$ cat src/rtl/dm_bus_arbiter_pkg.sv
// Shared constants for the data-memory bus arbiter.
// Holds the access-mode codes (DMMode), the arbiter state encoding and the
// read-owner codes, plus a helper that classifies a request as read or write.
package dm_bus_arbiter_pkg;

    // Access mode of a data-memory request: an all-zero byte enable is a read.
    typedef enum logic {
        DM_MODE_READ  = 1'b0,
        DM_MODE_WRITE = 1'b1
    } dm_mode_e;

    // Arbiter state: normal round-robin or DMA holding the bus.
    typedef enum logic {
        ST_IDLE = 1'b0,
        ST_LOCK = 1'b1
    } state_e;

    // Requester codes, used both for the read-return owner and last grant.
    typedef enum logic [1:0] {
        OWN_NONE = 2'd0,
        OWN_CPU  = 2'd1,
        OWN_DMA  = 2'd2
    } owner_e;

    // Classify a request by its byte enables.
    function automatic dm_mode_e access_mode(input logic [3:0] byteen);
        if (byteen == 4'b0000) begin
            return DM_MODE_READ;
        end else begin
            return DM_MODE_WRITE;
        end
    endfunction

endpackage

$ cat src/rtl/dm_bus_arbiter_if.sv
// Bus bundle between the CPU MEM stage, the DMA engine, the arbiter and the
// single data-memory port.
//   c_*      : CPU request (c_flush squashes it), grant and read return
//   d_*      : DMA request (d_lock holds the bus), grant and read return
//   m_data_* : memory port; m_data_rdata answers the previous cycle's address
// Modport slave is the arbiter's view, master the requesters'/memory's view.
interface dm_bus_arbiter_if;
    logic        c_req;
    logic [31:0] c_addr;
    logic [31:0] c_wdata;
    logic [3:0]  c_byteen;
    logic        c_flush;
    logic        c_gnt;
    logic        c_rvalid;
    logic [31:0] c_rdata;

    logic        d_req;
    logic        d_lock;
    logic [31:0] d_addr;
    logic [31:0] d_wdata;
    logic [3:0]  d_byteen;
    logic        d_gnt;
    logic        d_rvalid;
    logic [31:0] d_rdata;

    logic [31:0] m_data_addr;
    logic [31:0] m_data_wdata;
    logic [3:0]  m_data_byteen;
    logic [31:0] m_data_rdata;

    modport slave (
        input  c_req, c_addr, c_wdata, c_byteen, c_flush,
        input  d_req, d_lock, d_addr, d_wdata, d_byteen,
        input  m_data_rdata,
        output c_gnt, c_rvalid, c_rdata,
        output d_gnt, d_rvalid, d_rdata,
        output m_data_addr, m_data_wdata, m_data_byteen
    );

    modport master (
        output c_req, c_addr, c_wdata, c_byteen, c_flush,
        output d_req, d_lock, d_addr, d_wdata, d_byteen,
        output m_data_rdata,
        input  c_gnt, c_rvalid, c_rdata,
        input  d_gnt, d_rvalid, d_rdata,
        input  m_data_addr, m_data_wdata, m_data_byteen
    );
endinterface

$ cat src/rtl/dm_bus_arbiter_rr_pick2.sv
// Two-way round-robin pick.
//   req_cpu, req_dma : effective requests
//   last_gnt_dma     : 1 when DMA held the most recent grant
//   gnt_cpu, gnt_dma : one-hot (or zero) grant
// A lone requester always wins; on contention the one not granted last wins.
module dm_bus_arbiter_rr_pick2 (
    input  logic req_cpu,
    input  logic req_dma,
    input  logic last_gnt_dma,
    output logic gnt_cpu,
    output logic gnt_dma
);

    // Pick a winner from the two requests and the previous winner.
    always_comb begin
        gnt_cpu = 1'b0;
        gnt_dma = 1'b0;
        if (req_cpu && req_dma) begin
            gnt_cpu = last_gnt_dma;
            gnt_dma = ~last_gnt_dma;
        end else begin
            gnt_cpu = req_cpu;
            gnt_dma = req_dma;
        end
    end

endmodule

$ cat src/rtl/dm_bus_arbiter.sv
// Data-memory bus arbiter between the CPU MEM stage and a DMA engine.
//   clk   : sole clock, rising edge
//   reset : synchronous, active high
//   bus   : dm_bus_arbiter_if.slave (requests, grants, read returns, memory port)
// Grants are combinational from the current requests and registered state.
// A DMA request with d_lock enters a locked burst capped at MAX_LOCK grants
// while the CPU waits. Reads return one cycle after their grant, to the owner
// recorded in rd_owner, with no bubble between back-to-back transfers.
module dm_bus_arbiter #(
    parameter int MAX_LOCK = 8
) (
    input  logic             clk,
    input  logic             reset,
    dm_bus_arbiter_if.slave  bus
);
    import dm_bus_arbiter_pkg::*;

    localparam int               CNT_W      = $clog2(MAX_LOCK + 1);
    localparam logic [CNT_W-1:0] MAX_LOCK_C = CNT_W'(MAX_LOCK);
    localparam logic [CNT_W-1:0] CNT_ONE_C  = CNT_W'(1);
    localparam logic [CNT_W-1:0] CNT_ZERO_C = CNT_W'(0);

    logic             c_eff_s;
    logic             d_hold_s;
    logic             cnt_at_max_s;
    logic             last_dma_s;
    logic             rr_c_s;
    logic             rr_d_s;
    logic             c_win_s;
    logic             d_win_s;
    logic             c_gnt_s;
    logic             d_gnt_s;
    state_e           state_r;
    state_e           state_nxt_s;
    logic [CNT_W-1:0] lock_cnt_r;
    logic [CNT_W-1:0] lock_cnt_nxt_s;
    owner_e           last_gnt_r;
    owner_e           rd_owner_r;
    owner_e           rd_owner_nxt_s;

    // A flushed CPU request does not exist for arbitration.
    assign c_eff_s      = bus.c_req & ~bus.c_flush;
    assign d_hold_s     = bus.d_req & bus.d_lock;
    assign cnt_at_max_s = (lock_cnt_r == MAX_LOCK_C);
    assign last_dma_s   = (last_gnt_r == OWN_DMA);

    dm_bus_arbiter_rr_pick2 u_rr_pick2 (
        .req_cpu      (c_eff_s),
        .req_dma      (bus.d_req),
        .last_gnt_dma (last_dma_s),
        .gnt_cpu      (rr_c_s),
        .gnt_dma      (rr_d_s)
    );

    // Next-state and arbitration decision for IDLE / LOCK.
    always_comb begin
        state_nxt_s    = state_r;
        lock_cnt_nxt_s = lock_cnt_r;
        c_win_s        = 1'b0;
        d_win_s        = 1'b0;
        case (state_r)
            ST_IDLE: begin
                c_win_s = rr_c_s;
                d_win_s = rr_d_s;
                if (rr_d_s && bus.d_lock) begin
                    state_nxt_s    = ST_LOCK;
                    lock_cnt_nxt_s = CNT_ONE_C;
                end else begin
                    state_nxt_s    = ST_IDLE;
                    lock_cnt_nxt_s = CNT_ZERO_C;
                end
            end
            ST_LOCK: begin
                if (d_hold_s) begin
                    if (cnt_at_max_s && c_eff_s) begin
                        // Burst cap reached with the CPU waiting: CPU gets this slot.
                        c_win_s        = 1'b1;
                        state_nxt_s    = ST_IDLE;
                        lock_cnt_nxt_s = CNT_ZERO_C;
                    end else begin
                        // Saturate so a late CPU request is served at once.
                        d_win_s        = 1'b1;
                        state_nxt_s    = ST_LOCK;
                        lock_cnt_nxt_s = cnt_at_max_s ? lock_cnt_r : (lock_cnt_r + CNT_ONE_C);
                    end
                end else begin
                    // Lock released: this cycle arbitrates as IDLE. A DMA win
                    // here cannot carry d_lock, so the lock is not re-entered.
                    c_win_s        = rr_c_s;
                    d_win_s        = rr_d_s;
                    state_nxt_s    = ST_IDLE;
                    lock_cnt_nxt_s = CNT_ZERO_C;
                end
            end
            default: begin
                state_nxt_s    = ST_IDLE;
                lock_cnt_nxt_s = CNT_ZERO_C;
            end
        endcase
    end

    // No grant may leave the arbiter while reset is asserted.
    assign c_gnt_s   = c_win_s & ~reset;
    assign d_gnt_s   = d_win_s & ~reset;
    assign bus.c_gnt = c_gnt_s;
    assign bus.d_gnt = d_gnt_s;

    // Memory port mux: granted requester drives, otherwise idle zeros.
    always_comb begin
        bus.m_data_addr   = 32'd0;
        bus.m_data_wdata  = 32'd0;
        bus.m_data_byteen = 4'd0;
        if (c_gnt_s) begin
            bus.m_data_addr   = bus.c_addr;
            bus.m_data_wdata  = bus.c_wdata;
            bus.m_data_byteen = bus.c_byteen;
        end else if (d_gnt_s) begin
            bus.m_data_addr   = bus.d_addr;
            bus.m_data_wdata  = bus.d_wdata;
            bus.m_data_byteen = bus.d_byteen;
        end else begin
            bus.m_data_addr   = 32'd0;
            bus.m_data_wdata  = 32'd0;
            bus.m_data_byteen = 4'd0;
        end
    end

    // Who owns next cycle's read data: only a granted read claims it.
    always_comb begin
        rd_owner_nxt_s = OWN_NONE;
        if (c_gnt_s && (access_mode(bus.c_byteen) == DM_MODE_READ)) begin
            rd_owner_nxt_s = OWN_CPU;
        end else if (d_gnt_s && (access_mode(bus.d_byteen) == DM_MODE_READ)) begin
            rd_owner_nxt_s = OWN_DMA;
        end else begin
            rd_owner_nxt_s = OWN_NONE;
        end
    end

    // Read return steering; reset also masks a return still in flight.
    always_comb begin
        bus.c_rvalid = 1'b0;
        bus.c_rdata  = 32'd0;
        bus.d_rvalid = 1'b0;
        bus.d_rdata  = 32'd0;
        if (reset) begin
            bus.c_rvalid = 1'b0;
            bus.d_rvalid = 1'b0;
        end else if (rd_owner_r == OWN_CPU) begin
            bus.c_rvalid = 1'b1;
            bus.c_rdata  = bus.m_data_rdata;
        end else if (rd_owner_r == OWN_DMA) begin
            bus.d_rvalid = 1'b1;
            bus.d_rdata  = bus.m_data_rdata;
        end else begin
            bus.c_rvalid = 1'b0;
            bus.d_rvalid = 1'b0;
        end
    end

    // State, burst counter, round-robin history and read owner registers.
    always_ff @(posedge clk) begin
        if (reset) begin
            state_r    <= ST_IDLE;
            lock_cnt_r <= CNT_ZERO_C;
            last_gnt_r <= OWN_DMA;
            rd_owner_r <= OWN_NONE;
        end else begin
            state_r    <= state_nxt_s;
            lock_cnt_r <= lock_cnt_nxt_s;
            rd_owner_r <= rd_owner_nxt_s;
            if (c_gnt_s) begin
                last_gnt_r <= OWN_CPU;
            end else if (d_gnt_s) begin
                last_gnt_r <= OWN_DMA;
            end else begin
                last_gnt_r <= last_gnt_r;
            end
        end
    end

endmodule

$ cat src/flat_wrapper.sv
// flat-port wrapper written by rule: the top's interface ports become plain ports
module dm_bus_arbiter_flat import dm_bus_arbiter_pkg::*;
#(
    parameter int MAX_LOCK = 8
)
  (clk, reset, bus_c_req, bus_c_addr, bus_c_wdata, bus_c_byteen, bus_c_flush, bus_d_req, bus_d_lock, bus_d_addr, bus_d_wdata, bus_d_byteen, bus_m_data_rdata, bus_c_gnt, bus_c_rvalid, bus_c_rdata, bus_d_gnt, bus_d_rvalid, bus_d_rdata, bus_m_data_addr, bus_m_data_wdata, bus_m_data_byteen);
  dm_bus_arbiter_if bus_i ();
  input  logic clk;
  input  logic reset;
  input wire logic [$bits(bus_i.c_req)-1:0] bus_c_req;
  input wire logic [$bits(bus_i.c_addr)-1:0] bus_c_addr;
  input wire logic [$bits(bus_i.c_wdata)-1:0] bus_c_wdata;
  input wire logic [$bits(bus_i.c_byteen)-1:0] bus_c_byteen;
  input wire logic [$bits(bus_i.c_flush)-1:0] bus_c_flush;
  input wire logic [$bits(bus_i.d_req)-1:0] bus_d_req;
  input wire logic [$bits(bus_i.d_lock)-1:0] bus_d_lock;
  input wire logic [$bits(bus_i.d_addr)-1:0] bus_d_addr;
  input wire logic [$bits(bus_i.d_wdata)-1:0] bus_d_wdata;
  input wire logic [$bits(bus_i.d_byteen)-1:0] bus_d_byteen;
  input wire logic [$bits(bus_i.m_data_rdata)-1:0] bus_m_data_rdata;
  output wire logic [$bits(bus_i.c_gnt)-1:0] bus_c_gnt;
  output wire logic [$bits(bus_i.c_rvalid)-1:0] bus_c_rvalid;
  output wire logic [$bits(bus_i.c_rdata)-1:0] bus_c_rdata;
  output wire logic [$bits(bus_i.d_gnt)-1:0] bus_d_gnt;
  output wire logic [$bits(bus_i.d_rvalid)-1:0] bus_d_rvalid;
  output wire logic [$bits(bus_i.d_rdata)-1:0] bus_d_rdata;
  output wire logic [$bits(bus_i.m_data_addr)-1:0] bus_m_data_addr;
  output wire logic [$bits(bus_i.m_data_wdata)-1:0] bus_m_data_wdata;
  output wire logic [$bits(bus_i.m_data_byteen)-1:0] bus_m_data_byteen;
  assign bus_i.c_req = bus_c_req;
  assign bus_i.c_addr = bus_c_addr;
  assign bus_i.c_wdata = bus_c_wdata;
  assign bus_i.c_byteen = bus_c_byteen;
  assign bus_i.c_flush = bus_c_flush;
  assign bus_i.d_req = bus_d_req;
  assign bus_i.d_lock = bus_d_lock;
  assign bus_i.d_addr = bus_d_addr;
  assign bus_i.d_wdata = bus_d_wdata;
  assign bus_i.d_byteen = bus_d_byteen;
  assign bus_i.m_data_rdata = bus_m_data_rdata;
  assign bus_c_gnt = bus_i.c_gnt;
  assign bus_c_rvalid = bus_i.c_rvalid;
  assign bus_c_rdata = bus_i.c_rdata;
  assign bus_d_gnt = bus_i.d_gnt;
  assign bus_d_rvalid = bus_i.d_rvalid;
  assign bus_d_rdata = bus_i.d_rdata;
  assign bus_m_data_addr = bus_i.m_data_addr;
  assign bus_m_data_wdata = bus_i.m_data_wdata;
  assign bus_m_data_byteen = bus_i.m_data_byteen;
  dm_bus_arbiter #(.MAX_LOCK(MAX_LOCK)) u_core (.clk(clk), .reset(reset), .bus(bus_i));
endmodule
$ cat config.mk
export PLATFORM = sky130hd
export DESIGN_NAME = dm_bus_arbiter_flat
export DESIGN_NICKNAME = d
export VERILOG_FILES = /design/src/rtl/dm_bus_arbiter_pkg.sv /design/src/rtl/dm_bus_arbiter_if.sv /design/src/rtl/dm_bus_arbiter_rr_pick2.sv /design/src/rtl/dm_bus_arbiter.sv /design/src/flat_wrapper.sv
export SDC_FILE = /design/constraint.sdc
export NUM_CORES = 1
export LEC_CHECK = 0
export CAP_MARGIN = 15
export CORE_AREA = 2 2 121 123
export DETAILED_ROUTE_END_ITERATION = 8
export DIE_AREA = 0 0 123 125
export GPL_ROUTABILITY_DRIVEN = 0
export SLEW_MARGIN = 20
export SYNTH_ARGS = -nofsm -noshare
export SYNTH_HDL_FRONTEND = slang
export SYNTH_HIERARCHICAL = 1
export SYNTH_SLANG_ARGS = --single-unit
$ cat constraint.sdc
create_clock -name clk -period 4.4 [get_ports clk]
set_input_delay 0.88 -clock clk [delete_from_list [all_inputs] [get_ports clk]]
set_output_delay 0.88 -clock clk [all_outputs]
set_load 0.05 [all_outputs]
Yosys cells after proc, flatten, opt, wreduce, memory -nomap -nowiden
Index checks and enable logic that the tools add are counted.
{"block": "totals", "elab_cells": 67, "in_bits": 174, "out_inout_bits": 136, "regBits": 9}
{"block": "op_classes", "add_sub_neg": 1, "bitwise_logic": 9, "mux": 38, "eq_ne": 5, "n_reduce_logical": 9}
{"op": "32-bit two-way mux", "count": 9}
{"op": "4-bit two-way mux", "count": 5}
{"op": "1-bit two-way mux", "count": 17}
{"op": "4-bit logical NOT", "count": 2}
{"op": "4-bit case mux with 2 select lines", "count": 1}
{"op": "2-bit two-way mux", "count": 3}
{"op": "1-bit case mux with 2 select lines", "count": 3}
{"op": "1-bit logical AND", "count": 5}
{"op": "1-bit NOT", "count": 5}
{"op": "4-bit by 1-bit adder with 4-bit output, second input constant", "count": 1}
{"op": "1-bit AND", "count": 4}
{"op": "2-bit equality test, second input constant", "count": 2}
{"op": "4-bit equality test, second input constant", "count": 1}
{"op": "4-bit != test, second input constant", "count": 1}
{"op": "2-bit by 1-bit equality test with 1-bit output, second input constant", "count": 1}
{"op": "2-bit nonzero test", "count": 1}
{"op": "2-bit OR reduction", "count": 1}

Longest topological paths before layout
{"block": "depth", "depth_word": 13, "depth_mapped": 8, "ltp_nobuf": 6}

Cells and area by module
The synthesis kept the hierarchy.
{"mod": "dm_bus_arbiter", "seq_area_each_um2": 180.2, "area_each_um2": 1675.4, "cells_per_inst": 207, "n_inst": 1}
{"mod": "dm_bus_arbiter_rr_pick2", "seq_area_each_um2": 0.0, "area_each_um2": 18.8, "cells_per_inst": 3, "n_inst": 1}

Worst setup path after synthesis
No wires, ideal clock.
{"block": "synth_timing", "path_kind": "input -> output", "start": "in reset", "end": "out bus_c_rdata[22]", "arrival_time_ps": 2558, "cell_stages": 4, "setup_slack_ps": 962, "n_path_buf": 2, "t_required_ps": 3520, "path_cell_list": "buf_2 > nor3b_1 > clkbuf_1 > and2_1"}
{"block": "synth_between", "elab_chain_cells": 1}
{"item": "start, declared", "line_no": "flat_wrapper.sv:9", "rtl": "input logic reset;"}
{"item": "32-bit two-way mux", "line_no": "dm_bus_arbiter.sv:146", "rtl": "if (reset) begin"}
{"item": "end, declared", "line_no": "flat_wrapper.sv:23", "rtl": "output wire logic [$bits(bus_i.c_rdata)-1:0] bus_c_rdata;"}
No other way between the ends.

Worst setup path in the final report
{"block": "layout_timing", "start": "in bus_c_flush", "end": "out bus_m_data_wdata[19]"}
{"block": "layout_between", "elab_chain_cells": 9, "elab_cells_between_ends": 16, "classes_between": "mux (10); bitwise (4); reduce/logical (2)"}
{"item": "start, declared", "line_no": "flat_wrapper.sv:14", "rtl": "input wire logic [$bits(bus_i.c_flush)-1:0] bus_c_flush;"}
{"item": "1-bit NOT (*)", "line_no": "dm_bus_arbiter.sv:42", "rtl": "assign c_eff_s = bus.c_req & ~bus.c_flush;"}
{"item": "1-bit AND (*)", "line_no": "dm_bus_arbiter.sv:42"}
{"item": "via u_core.c_eff_s", "line_no": "dm_bus_arbiter.sv:23", "rtl": "logic c_eff_s;"}
{"item": "1-bit logical AND (*)", "line_no": "dm_bus_arbiter_rr_pick2.sv:18", "rtl": "if (req_cpu && req_dma) begin"}
{"item": "1-bit two-way mux (*)", "line_no": "dm_bus_arbiter_rr_pick2.sv:18"}
{"item": "via u_core.rr_d_s", "line_no": "dm_bus_arbiter.sv:28", "rtl": "logic rr_d_s;"}
{"item": "1-bit two-way mux", "line_no": "dm_bus_arbiter.sv:74", "rtl": "if (d_hold_s) begin"}
{"item": "1-bit case mux with 2 select lines (*)", "line_no": "dm_bus_arbiter.sv:61", "rtl": "case (state_r)"}
{"item": "1-bit AND (*)", "line_no": "dm_bus_arbiter.sv:104", "rtl": "assign d_gnt_s = d_win_s & ~reset;"}
{"item": "32-bit two-way mux (*)", "line_no": "dm_bus_arbiter.sv:117", "rtl": "end else if (d_gnt_s) begin"}
{"item": "32-bit two-way mux (*)", "line_no": "dm_bus_arbiter.sv:113", "rtl": "if (c_gnt_s) begin"}
{"item": "end, declared", "line_no": "flat_wrapper.sv:28", "rtl": "output wire logic [$bits(bus_i.m_data_wdata)-1:0] bus_m_data_wdata;"}
The timed path passes the listed nets; every way through them passes the cells marked *.

==> impl_results.md <==
- Syn avg cell area: around 8.1 µm²
- Outcome: complete, no violations
- CP max FO: 50
- Post-Synthesis Cells: 210
- Die Height: 125 µm
- Yosys Warn Count: 6
- CTS max path bufs: 2
- Clock transition at path regs: 0.04 ns
- RSZ-0062 raised after global routing: false
- Initial Utilization: 0.119
- Hold Crit Depth: 2
- Mapped Area: 1690 µm²
- Area contributors post-synth: a22o_1 (36%), and2_1 (24%), dfxtp_1 (11%)
- Core Box Area: 14200 µm²
- Synth cell count leaders: a22o_1 (69), and2_1 (65), clkbuf_1 (10)
- Setup crit start kind: input pin
- PwrDens: 151 nW/µm²
- First-pass GRT wire length: 15.9 mm
- Post-Route Skew: 0.00180 ns
- Vias in the first global route: 2829
- Max transition margin: 0.648
- Most numerous cell in the Yosys netlist: a22o_1
- Period utilisation layout: 0.912
- Layout Nets: 685
- FF+latch count, synth: 9
- Leak: around 0.0022 µW
- Die footprint: ~15000 µm²
- DR pass1 iterations: 4
- Root Driver: clkbuf_16
- Pin count of the biggest net entering global routing: just over 70
- Dpl ws: between 0.4 and 0.5 ns
- Post-CTS Setup Inserts: 0
- Maxcap violations: 0
- Final setup margin: between 0.3 and 0.4 ns
- CP dominant cell by count: buf_12
- CTS buffer count: 3
- Mux contribution to synthesized area: 0.00591
- H-tree Lvls: 1
- Clk_lat worst skew: ~0.24 ns
- XOR/XNOR Fraction of Synth Area: 0.0103
- Setup_tns: 0 ns
- Boundary pin count: 310
- Worst vdd ir: ~90 µV
- Die W: 123 µm
- Antenna Diode Count: 0
- Post-synth EDFFs: 0
- Hold Buf Count CTS: 0
- Crit path cell chain: clkdlybuf4s50_1, and2b_4, a21boi_1, inv_1, nor2_1, a22o_2, buf_12, a22o_1, buf_12
- Fin. max-slew vios: 0
- Initial antenna violation count: 1
- Synth top area share: 0.357
- R2r worst-path depth: 7
- Multi-input gate area: between 1000 and 1500 µm²
- Worst path arrival time: about 3.1 ns
- Simple-Gate Fraction of Synth Area: 0.338
- Bufs and invs on worst path: 4
- Area growth syn-to-layout: 234%
- DRT iter0 DRCs: 77
- CTS tree: done
- Worst slew pin tran: 0.526 ns
- Final count of hold timing violations: 0
- Critical path depth in cells: 9
- Post-DR vias/cell: between 4 and 5
- Ys flop type: dfxtp_1
- Worst Hold Class: flip-flop to flip-flop
- Slowest stage cell, crit path: clkdlybuf4s50_1
- GRT Resource Usage Total: 0.132
- Drt drc: 0
- # rows: between 40 and 50
- Synth Area in Adders: 0.0148
- Final Util: 0.399
- Layout cell share with drive strength beyond 1: 0.177
- Yosys cell types: 34
- Setup crit end kind: primary output
- Post-detail-place hpwl: 9.44 mm
- Register area share after synthesis: 0.106
- Tmin final: between 4 and 5 ns
- Async S/R FF share, synth: 0
- Vias: 2854
- Sink Count: 9
- Endpoints failing setup: 0
- Resized cells post-CTS: 0
- Largest delay share family, worst path: buffers and inverters
- FMAX: roughly 250 MHz
- Synthesized net count: 386
- Detailed Route WL: between 10 and 15 mm
- Critical path's largest stage delay: 0.44 ns
- Buffers added on ports: 309
- Setup CP Type: input pin to primary output
- Detail Route Antenna Nets: 0
- Yosys top cell by area: a22o_1
- Fillers: 1383
- Data required, critical path: 3.52 ns
- DR WL/cell: 15.7 µm
- Main combinational cell family by area after synthesis: compound AO/OA/AOI/OAI gates
- Compound-Gate Fraction of Synth Area: 0.408
- GR Overflow Total: 0
- FF+latch area: about 180 µm²
==> worst register-to-register path: cells and delay by family (launching register included) <==
| family | cells | cell delay, ns |
|---|---|---|
| buffers and inverters | 2 | 0.36 |
| adders and majority gates | 1 | 0.14 |
| and+or+nand+nor | 2 | 0.39 |
| AOI/OAI and AO/OA | 2 | 0.29 |
| DFF | 1 | 0.35 |
==> worst paths after layout <==
| path | start | endpoint | slack (ns) |
|---|---|---|---|
| worst max register to register | u_core/lock_cnt_r[0]$_SDFFE_PP0P_ | u_core/rd_owner_r[1]$_SDFF_PP0_ | 2.75 |
| worst min register to register | u_core/last_gnt_r[0]$_SDFFE_PP0P_ | u_core/last_gnt_r[0]$_SDFFE_PP0P_ | 0.48 |
| worst max-delay path | bus_c_flush | bus_m_data_wdata[19] | 0.39 |
| worst min-delay path | u_core/last_gnt_r[0]$_SDFFE_PP0P_ | u_core/last_gnt_r[0]$_SDFFE_PP0P_ | 0.48 |
==> layout by cell type, fill, tap and decap left out <==
master,synthesis,routed
and2_1,65,65
a22o_2,0,1
nor2_1,4,4
nand3_1,2,2
nor3b_2,0,2
nand3_4,1,1
o211ai_1,1,1
a221oi_1,1,1
buf_12,0,70
mux2i_1,1,1
a21oi_1,2,2
xor2_1,1,1
and3b_2,1,1
ha_1,2,2
o21ai_0,1,1
a22o_1,69,68
buf_4,0,8
and3_4,1,1
nor2b_1,2,2
nor3_1,2,2
and2b_4,1,1
a32oi_1,1,1
clkbuf_1,10,1
nand3b_1,2,2
dfxtp_1,9,9
clkdlybuf4s50_1,0,237
inv_1,4,4
o21a_1,1,1
clkbuf_16,0,3
a21boi_1,2,2
xnor2_1,1,1
nor4_1,3,3
a21oi_4,1,1
nand2_2,1,1
nand2_1,4,4
o32ai_1,1,1
==> registers in the layout, summed over array words and instances, names as in the netlist <==
name / flops
u_core/last_gnt_r: 2
u_core/rd_owner_r: 2
u_core/state_r: 1
u_core/lock_cnt_r: 4
==> power breakdown <==
part           internal, µW  switching, µW
combinational           332            275
clock                   121           43.3
sequential             84.4           1.87
==> layer usage <==
layer / GRT usage / routed length, µm
met4: 0.0241 / 100
met5: 0 / 12
met1: 0.137 / 3790
met3: 0.0283 / 1040
met2: 0.265 / 5950
==> per-stage QoR <==
step / instances / cell area, µm² / hold slack [ns] / total power, µW
after floorplan: 210 / 1690 / 0.454 / 328
after global placement: 688 / 5590 / 0.465 / 694
after detailed placement: 688 / 5590 / 0.473 / 697
after CTS: 692 / 5670 / 0.478 / 865
after global routing: 692 / 5670 / 0.510 / 889
final: 692 / 5670 / 0.476 / 857
==> cells by family (layout without fill, tap and decap cells) <==
| kind of cell | after synthesis | count (layout) |
|---|---|---|
| muxes | 1 | 1 |
| xor gates and xnor gates | 2 | 2 |
| adders and majority gates | 2 | 2 |
| AOI/OAI and AO/OA | 80 | 80 |
| buffers and inverters | 25 | 323 |
| and+or+nand+nor | 91 | 91 |
| DFF | 9 | 9 |
==> area by class of cell <==
class,count,area share
multi-input combinational,176,0.234
inverter,4,0.00265
clock buffer,4,0.0139
sequential,9,0.0318
timing repair buffer,315,0.677
tap,184,0.0406
(Power assumes the default switching activity.)
